## config.mk

```make
export PLATFORM = sky130hd
export DESIGN_NAME = approx_mul_pipe
export DESIGN_NICKNAME = d
export VERILOG_FILES = /design/src/rtl/approx_mul_pipe_pkg.sv /design/src/rtl/approx_mul_pipe_leading_one_detector.sv /design/src/rtl/approx_mul_pipe.sv
export SDC_FILE = /design/constraint.sdc
export NUM_CORES = 1
export LEC_CHECK = 0
export CORE_ASPECT_RATIO = 0.75
export CORE_MARGIN = 2
export CORE_UTILIZATION = 47
export DETAILED_ROUTE_END_ITERATION = 7
export PLACE_DENSITY_LB_ADDON = 0.05
export SYNTH_ARGS = -nofsm -noshare
export SYNTH_HDL_FRONTEND = slang
export SYNTH_HIERARCHICAL = 1
export SYNTH_SLANG_ARGS = --single-unit
```

## constraint.sdc

```tcl
create_clock -name clk -period 7.1 [get_ports clk]
set_clock_uncertainty 0.2 [all_clocks]
set_input_delay 1.42 -clock clk [delete_from_list [all_inputs] [get_ports clk]]
set_output_delay 1.42 -clock clk [all_outputs]
set_load 0.02 [all_outputs]
```

## src/rtl/approx_mul_pipe_pkg.sv

```systemverilog
// Shared types and constants for the Mitchell approximate multiplier.
package approx_mul_pipe_pkg;

  // Operation selector carried with every transaction.
  typedef enum logic [1:0] {
    MUL_APPROX_U = 2'd0,
    MUL_APPROX_S = 2'd1,
    MUL_EXACT    = 2'd2
  } approx_mode_t;

  // Linear error correction is NUM / 2^SHIFT of one unit of the fraction.
  localparam int MITCHELL_CORR_NUM   = 5;
  localparam int MITCHELL_CORR_SHIFT = 6;

  // Correction term expressed in a fraction with frac_bits bits.
  function automatic int mitchell_corr(input int frac_bits);
    return MITCHELL_CORR_NUM << (frac_bits - MITCHELL_CORR_SHIFT);
  endfunction

endpackage

```

## src/rtl/approx_mul_pipe_leading_one_detector.sv

```systemverilog
// Leading-one position of an unsigned value; index is 0 when the value is 0.
module leading_one_detector
  import approx_mul_pipe_pkg::*;
#(
  parameter int WIDTH = 16
) (
  input  logic [WIDTH-1:0]         value,
  output logic [$clog2(WIDTH)-1:0] index,
  output logic                     is_zero
);

  localparam int IW = $clog2(WIDTH);

  // Scan from LSB to MSB so the highest set bit is the one that sticks.
  always_comb begin
    index = '0;
    for (int i = 0; i < WIDTH; i++) begin
      index = value[i] ? IW'(i) : index;
    end
  end

  assign is_zero = (value == '0);

endmodule

```

## src/rtl/approx_mul_pipe.sv

```systemverilog
// Three-stage Mitchell-logarithm multiplier with linear correction,
// signed/unsigned approximate modes and an exact pass-through mode.
module approx_mul_pipe
  import approx_mul_pipe_pkg::*;
#(
  parameter int WIDTH     = 16,
  parameter int TAG_WIDTH = 4
) (
  input  logic                 clk,
  input  logic                 reset,
  input  logic                 in_valid,
  output logic                 in_ready,
  input  approx_mode_t         in_mode,
  input  logic [WIDTH-1:0]     in_a,
  input  logic [WIDTH-1:0]     in_b,
  input  logic [TAG_WIDTH-1:0] in_tag,
  output logic                 out_valid,
  input  logic                 out_ready,
  output logic [2*WIDTH-1:0]   out_product,
  output logic [TAG_WIDTH-1:0] out_tag
);

  localparam int F  = WIDTH - 1;          // fraction bits
  localparam int IW = $clog2(WIDTH);      // leading-one index width
  localparam int KW = $clog2(2 * WIDTH);  // summed exponent width
  localparam int PW = 2 * WIDTH;          // product width
  localparam int XW = 3 * WIDTH + 1;      // scaled mantissa width

  localparam logic [F:0]      CORR_FULL = (F + 1)'(mitchell_corr(F));
  localparam logic [F:0]      CORR_HALF = CORR_FULL >> 1;
  localparam logic [WIDTH-1:0] ONE_W    = {{(WIDTH - 1){1'b0}}, 1'b1};
  localparam logic [PW-1:0]   ONE_P     = {{(PW - 1){1'b0}}, 1'b1};
  localparam logic [PW+1:0]   POS_LIM   = {3'b000, {(PW - 1){1'b1}}};
  localparam logic [PW+1:0]   NEG_LIM   = {3'b001, {(PW - 1){1'b0}}};

  // Whole pipeline advances together; a held output freezes every stage.
  logic adv_s;
  assign adv_s    = !out_valid || out_ready;
  assign in_ready = adv_s;

  // ---------------- S1: sign / normalise ----------------
  logic             signed_mode_s;
  logic [WIDTH-1:0] mag_a_s, mag_b_s;
  logic [IW-1:0]    k_a_s, k_b_s;
  logic             zero_a_s, zero_b_s;
  logic [F-1:0]     x_a_s, x_b_s;
  logic             sign_s;
  logic [PW-1:0]    exact_s;

  leading_one_detector #(.WIDTH(WIDTH)) u_lod_a (
    .value   (mag_a_s),
    .index   (k_a_s),
    .is_zero (zero_a_s)
  );

  leading_one_detector #(.WIDTH(WIDTH)) u_lod_b (
    .value   (mag_b_s),
    .index   (k_b_s),
    .is_zero (zero_b_s)
  );

  // Magnitudes, sign, normalised fractions and the exact product.
  always_comb begin
    signed_mode_s = (in_mode == MUL_APPROX_S);
    if (signed_mode_s && in_a[WIDTH-1]) begin
      mag_a_s = ~in_a + ONE_W;
    end else begin
      mag_a_s = in_a;
    end
    if (signed_mode_s && in_b[WIDTH-1]) begin
      mag_b_s = ~in_b + ONE_W;
    end else begin
      mag_b_s = in_b;
    end
    sign_s  = signed_mode_s & (in_a[WIDTH-1] ^ in_b[WIDTH-1]);
    // Shifting the leading one to bit F and truncating drops it.
    x_a_s   = F'(mag_a_s << (IW'(F) - k_a_s));
    x_b_s   = F'(mag_b_s << (IW'(F) - k_b_s));
    exact_s = PW'(in_a) * PW'(in_b);
  end

  logic             s1_valid_r;
  approx_mode_t     s1_mode_r;
  logic [TAG_WIDTH-1:0] s1_tag_r;
  logic             s1_sign_r, s1_zero_r;
  logic [IW-1:0]    s1_ka_r, s1_kb_r;
  logic [F-1:0]     s1_xa_r, s1_xb_r;
  logic [PW-1:0]    s1_exact_r;

  // S1 register: capture the normalised operands when the pipe advances.
  always_ff @(posedge clk or negedge reset) begin
    if (!reset) begin
      s1_valid_r <= 1'b0;
      s1_mode_r  <= MUL_APPROX_U;
      s1_tag_r   <= '0;
      s1_sign_r  <= 1'b0;
      s1_zero_r  <= 1'b0;
      s1_ka_r    <= '0;
      s1_kb_r    <= '0;
      s1_xa_r    <= '0;
      s1_xb_r    <= '0;
      s1_exact_r <= '0;
    end else if (adv_s) begin
      s1_valid_r <= in_valid;
      if (in_valid) begin
        s1_mode_r  <= in_mode;
        s1_tag_r   <= in_tag;
        s1_sign_r  <= sign_s;
        s1_zero_r  <= zero_a_s | zero_b_s;
        s1_ka_r    <= k_a_s;
        s1_kb_r    <= k_b_s;
        s1_xa_r    <= x_a_s;
        s1_xb_r    <= x_b_s;
        s1_exact_r <= exact_s;
      end
    end
  end

  // ---------------- S2: fraction sum + correction ----------------
  logic [F:0]   sum_s;
  logic         carry_s;
  logic [F-1:0] frac_s;
  logic [F:0]   corr_s;
  logic [F:0]   m_s;
  logic [F+1:0] mant_s;
  logic [KW-1:0] k_s;

  // Log-domain add, then the mantissa 1.m with the linear error correction.
  always_comb begin
    sum_s   = {1'b0, s1_xa_r} + {1'b0, s1_xb_r};
    carry_s = sum_s[F];
    frac_s  = sum_s[F-1:0];
    k_s     = KW'(s1_ka_r) + KW'(s1_kb_r) + KW'(carry_s);
    // A zero fraction means both operands were powers of two: keep it exact.
    if (frac_s == '0) begin
      corr_s = '0;
    end else if (carry_s) begin
      corr_s = CORR_HALF;
    end else begin
      corr_s = CORR_FULL;
    end
    m_s    = {1'b0, frac_s} + corr_s;
    // Carry out of m_s lands in bit F+1, giving the {10, m_low} form.
    mant_s = {1'b0, m_s} + {2'b01, {F{1'b0}}};
  end

  logic             s2_valid_r;
  approx_mode_t     s2_mode_r;
  logic [TAG_WIDTH-1:0] s2_tag_r;
  logic             s2_sign_r, s2_zero_r;
  logic [KW-1:0]    s2_k_r;
  logic [F+1:0]     s2_mant_r;
  logic [PW-1:0]    s2_exact_r;

  // S2 register: mantissa and exponent of the approximate product.
  always_ff @(posedge clk or negedge reset) begin
    if (!reset) begin
      s2_valid_r <= 1'b0;
      s2_mode_r  <= MUL_APPROX_U;
      s2_tag_r   <= '0;
      s2_sign_r  <= 1'b0;
      s2_zero_r  <= 1'b0;
      s2_k_r     <= '0;
      s2_mant_r  <= '0;
      s2_exact_r <= '0;
    end else if (adv_s) begin
      s2_valid_r <= s1_valid_r;
      if (s1_valid_r) begin
        s2_mode_r  <= s1_mode_r;
        s2_tag_r   <= s1_tag_r;
        s2_sign_r  <= s1_sign_r;
        s2_zero_r  <= s1_zero_r;
        s2_k_r     <= k_s;
        s2_mant_r  <= mant_s;
        s2_exact_r <= s1_exact_r;
      end
    end
  end

  // ---------------- S3: scale / sign / saturate ----------------
  logic [XW-1:0]   wide_s;
  logic [PW+1:0]   p_s;
  logic [PW+1:0]   lim_s;
  logic [PW+1:0]   sat_mag_s;
  logic [PW-1:0]   result_s;

  // Antilog by shifting, then saturate and apply the sign per mode.
  always_comb begin
    wide_s = XW'(s2_mant_r) << s2_k_r;
    p_s    = (PW + 2)'(wide_s >> F);
    if (s2_sign_r) begin
      lim_s = NEG_LIM;
    end else begin
      lim_s = POS_LIM;
    end
    if (p_s > lim_s) begin
      sat_mag_s = lim_s;
    end else begin
      sat_mag_s = p_s;
    end
    result_s = '0;
    case (s2_mode_r)
      MUL_EXACT: begin
        result_s = s2_exact_r;
      end
      MUL_APPROX_S: begin
        if (s2_zero_r) begin
          result_s = '0;
        end else if (s2_sign_r) begin
          result_s = ~PW'(sat_mag_s) + ONE_P;
        end else begin
          result_s = PW'(sat_mag_s);
        end
      end
      default: begin
        if (s2_zero_r) begin
          result_s = '0;
        end else if (p_s[PW+1:PW] != 2'b00) begin
          result_s = '1;
        end else begin
          result_s = p_s[PW-1:0];
        end
      end
    endcase
  end

  // Output register: holds the result until the consumer takes it.
  always_ff @(posedge clk or negedge reset) begin
    if (!reset) begin
      out_valid   <= 1'b0;
      out_product <= '0;
      out_tag     <= '0;
    end else if (adv_s) begin
      out_valid <= s2_valid_r;
      if (s2_valid_r) begin
        out_product <= result_s;
        out_tag     <= s2_tag_r;
      end
    end
  end

endmodule

```

Word-level counts from Yosys, hierarchy flattened
Index checks and enable logic that the tools add are counted.

storage, ports and cells
  memories kept = 0
  input bits = 42
  register bits = 179
  latch bits = 0
  output and inout bits = 38
  RAM bits = 0
  bits in read-only memories = 0
  word-level logic and storage cells = 97

operators by class
  div/mod/pow operators = 0
  bitwise operators = 6
  reduce and logical (&&, ||, !) cells = 11
  eq/ne operators = 3
  shifts and indexed selects = 3
  multiply operators = 1
  add/sub/neg operators = 10
  magnitude comparators = 1
  multiplexer cells = 41

operators with widths
  operator                count
  $mux 32                 6
  $mux 4                  28
  $pmux 32 s2             1
  $shl 17x5->49           1
  $gt 34x32->1            1
  $add 16x1->16 const B   2
  $add 32x1->32 const B   1
  $logic_not 16->1        2
  $mul 16x16->32          1
  $mux 16                 2
  $not 16->16             2
  $not 32->32             1
  $shl 16x4->15           2
  $mux 12                 2
  $add 16x16->17 const B  1
  $add 15x15->16          1
  $add 15x16->16          1
  $logic_not 15->1        1
  $sub 4x4->4 const A     2
  $reduce_and 2->1        3
  $add 4x4->5             1
  $add 5x1->5             1
  $eq 2x1->1 const B      2
  $eq 2x2->1 const B      1
  other kinds (8)         10

Logic depth before layout (Yosys ltp)
  word-level depth = 20
  depth in mapped cells = 27

Cells and area by module
Netlist, hierarchy kept.

modules (own cells, without submodules)
  module                times used  area an instance (um^2)  cells each
  approx_mul_pipe       1           21769.6                  2568
  leading_one_detector  2           161.4                    29

Least setup slack after synthesis
OpenSTA, ideal clock, no wires.

  path kind = input to register
  start point = input in_b[3]
  end point = register s1_exact_r[30]
  cell stages on the path = 24
  required time = 6767 ps
  slack = -754 ps
  arrival time = 7521 ps
  path buffers = 2
  path through = clkbuf_1 > clkbuf_1 > nand2_1 > fa_1 > fa_1 > fa_1 > fa_1 > inv_1 > fa_1 > inv_1 > fa_1 > inv_1 > ha_1 > a21o_1 > a21o_1 > a21oi_1 > o21ai_0 > o2111a_1 > o31ai_1 > a31oi_1 > or4_1 > a31oi_1 > xor2_1 > o21ai_0

on the way
  cells in the longest elaborated chain, start to end = 1

ends and longest elaborated chain
  element               line                    text
  start, declared       approx_mul_pipe.sv:15   input logic [WIDTH-1:0] in_b,
  $mul 16x16->32        approx_mul_pipe.sv:79   exact_s = PW'(in_a) * PW'(in_b);
  end signal, assigned  approx_mul_pipe.sv:114  s1_exact_r <= exact_s;
  end, declared         approx_mul_pipe.sv:88   logic [PW-1:0] s1_exact_r;

No other way between the ends.
A chain may end at the register's enable or synchronous reset.

Worst setup path in the final report
  start point = input in_a[5]
  end point = register s1_exact_r[30]

on the way
  cells in the longest elaborated chain, start to end = 1

ends and longest elaborated chain
  element          line                   text
  start, declared  approx_mul_pipe.sv:14  input logic [WIDTH-1:0] in_a,
  $mul 16x16->32   approx_mul_pipe.sv:79

No other way between the ends.

==> results.md <==
- Asr flop ratio synth: 100%
- Power Density: 577 nW/um2
- DRT Pass-1 Iters: 5
- Root buf cell: clkbuf_16
- Htree depth: 4
- DR iter-0 viols: 1557
- Max VDD drop: 0.000661 V
- Unrepaired setup endpoints after global routing: yes
- Clk slew on worst S/H paths: 0.08 ns
- Tmin final: 7.25 ns
- Vias per std cell: 5.66
- Boundary Pins: 80
- TritonCTS clock tree: done
- Leakage: 12.6 nW
- Die footprint: 48800 um2
- Synth Net Count: 3030
- EDFF count, synth: 0
- Post-layout util: 57.0%
- CP Max Fanout: 4
- Flop-to-flop setup slack: 0.51 ns
- Syn Area/Cell: 8.41 um2
- Number of diodes: 0
- Gr ovfl total: 0
- Critical path endpoint category: flop
- CP Launch Point: in_a[5]
- Synthesized instance count: 2626
- Core footprint: 46200 um2
- Die height: 192 um
- Largest net degree at the start of global routing: 109
- NumNets Final: 3239
- Reg2Reg Capture Point: out_product[30]
- Die width: 254 um
- Fmax: 0.138 GHz
- Drt wl/cell: 20.4 um
- Max cap viols: 0
- Clock Path Buffers: 2
- Setup crit end: s1_exact_r[30]
- Mux contribution to synthesized area: 8.02%
- CP Data Arrival Time: 7.38 ns
- DR vias: 19.7k
- Warnings from Yosys: 6
- GP Congestion: 0.956
- Max Slew Vio Count: 0
- Req. time, crit path: 7.23 ns
- Most common cell after layout, fill and taps aside: nand2_1
- Vias in the first global route: 19.2k
- RR Startpoint: s2_k_r[1]
- Num rows: 68
- Layout cells sized above 1: 18.9%
- Initial antenna violation count: 1
- Failing checks: setup timing
- First-pass GRT wire length: 110000 um
- Rel. slew slack: 31.5%
- # clock sinks: 179
- Total GRT Usage: 29.3%
- Sequential area share after synthesis: 20.3%
- Adder-Cell Fraction of Synth Area: 27.2%
- FF-to-FF path depth: 20
- PnR worst setup slack: -0.153 ns
- Post-CTS Hold Buffers: 0
- Commonest cells after routing, fill and taps aside: nand2_1 (369), inv_1 (263), buf_4 (235)
- Synth Area in XOR/XNOR: 3.13%
- Port Buffers: 79
- Final setup violation count: 2
- Least-Margin Pin Slew: 1.02 ns
- Simple-gate portion of the synthesized area: 18.5%
- Hold Vio Cnt, Final: 0
- Register bit total from synthesis: 179
- Main synth FF type: dfrtp_1
- Remaining antenna violation count after routing: 0
- WL final: 71000 um
- Area Overhead vs Synth: 19.2%
- Period utilization: 102%
- Initial Utilization: 47.8%
- Yosys cell types: 89
- Status: complete, but fails checks
- Largest family of logic cells by synthesized area: adder cells
- Post-route DRC: 0
- Setup TNS: -0.219 ns
- Netlist Area Pre-Place: 22100 um2
- Dpl hpwl: 56800 um
- Later-pin clock latency in the skew report: 0.46 ns
- Number of buffers created by CTS: 17
- Complex-gate fraction of the synthesized area: 15.1%
- Worst setup path class: in -> reg
- Hold Path Class: reg -> reg
- Setup crit start kind: input port
[Yosys cell counts, drive strengths merged, types with 33 or more instances]
master | number | share of area, %
nand2 | 376 | 6.4
inv | 287 | 4.9
fa | 198 | 18
nor2 | 181 | 3.1
dfrtp | 179 | 20
o21ai | 165 | 3.8
ha | 164 | 9.3
a21oi | 140 | 3.2
clkbuf | 133 | 2.3
and2 | 127 | 3.6
mux2 | 78 | 4.0
mux2i | 48 | 2.2
nand3 | 44 | 1.0
xnor2 | 44 | 1.7
xor2 | 35 | 1.4
nor3 | 33 | 0.77
[per-layer routing]
metal | up-vias | track usage [%] | part of all wire (%)
met4 | 0 | 5.25 | 1.5
met3 | 62 | 5.77 | 6.8
li1 | 9228 | - | -
met2 | 599 | 42.4 | 42
met5 | - | 0 | 0
met1 | 9813 | 45.3 | 50
[worst min-delay path by stage]
| stage | to | slack (ns) | startpoint | depth (start not counted) |
|---|---|---|---|---|
| after floorplan | out_tag[0] | 0.23 | s2_tag_r[0] | 2 |
| after global placement | out_tag[0] | 0.25 | s2_tag_r[0] | 2 |
| after detailed placement | s1_zero_r | 0.25 | s1_zero_r | 2 |
| after CTS | s1_zero_r | 0.27 | s1_zero_r | 2 |
| after global routing | s1_sign_r | 0.29 | s1_sign_r | 2 |
| final | s1_zero_r | 0.27 | s1_zero_r | 2 |
[sequential cells by signal, summed over array words and instances, names as in the netlist]
name	count
out_product	32
s1_exact_r	32
s2_exact_r	32
s2_mant_r	17
s1_xa_r	15
s1_xb_r	15
s2_k_r	5
out_tag	4
s1_ka_r	4
s1_kb_r	4
s1_tag_r	4
s2_tag_r	4
s1_mode_r	2
s2_mode_r	2
out_valid	1
s1_sign_r	1
s1_valid_r	1
s1_zero_r	1
s2_sign_r	1
s2_valid_r	1
s2_zero_r	1
[logic make-up (layout without fill, tap and decap cells)]
family                   after synthesis  in the layout
AND/OR/NAND/NOR                      881            881
AO/OA/AOI/OAI                        535            535
buffers and inverters                446            668
adder cells (fa/ha/maj)              362            362
flip-flops                           179            179
multiplexers                         144            144
XOR/XNOR                              79             79
[critical path: stages]
cell and delay (ns):
buf_8 0.10, and2_4 0.15, fa_1 0.54, inv_2 0.04, fa_1 0.52, fa_2 0.46, fa_1 0.56, inv_1 0.06
fa_1 0.50, inv_2 0.04, fa_1 0.49, inv_2 0.05, ha_4 0.21, a21o_1 0.18, a21o_1 0.17, a21oi_2 0.14
o21ai_1 0.09, o2111a_2 0.29, o31ai_4 0.33, a31oi_2 0.15, or4_1 0.49, a31oi_1 0.18, xor2_1 0.17, o21ai_1 0.07
[final cells by class]
type	count	area (um2)
Clock buffer	17	425
Clock inverter	15	208
Fill cell	4269	19900
Inverter	289	1080
Multi-Input combinational cell	2001	16400
Sequential cell	179	4480
Tap cell	630	788
Timing Repair Buffer	347	2990
[where the power goes]
part / internal (mW) / total (mW) / switching, mW
combinational: 5.58 / 12.3 / 6.73
clock: 0.545 / 1.04 / 0.494
sequential: 1.47 / 1.85 / 0.375
[metrics by stage]
stage / std cells / hold WS [ns] / area [um2] / total power [mW] / setup slack [ns]
after detailed placement: 3407 / 0.252 / 25000 / 13.1 / -1.11
after global routing: 3478 / 0.287 / 26300 / 16.6 / -0.357
after CTS: 3467 / 0.268 / 26100 / 14.6 / -0.125
after global placement: 3407 / 0.248 / 25000 / 13.0 / -1.02
final: 3478 / 0.265 / 26300 / 15.2 / -0.153
after floorplan: 2626 / 0.233 / 22500 / 9.34 / -0.257
[timing repair]
item | 4_1_cts | 5_1_grt
hold endpoints to repair | 0 | 0
setup buffers | 26 | 13
setup endpoints to repair | 13 | 11
pin swaps | 67 | 78
gates cloned | 2 | 0
gates resized for setup | 140 | 88
Note: power is estimated with default switching activity, not from simulation.
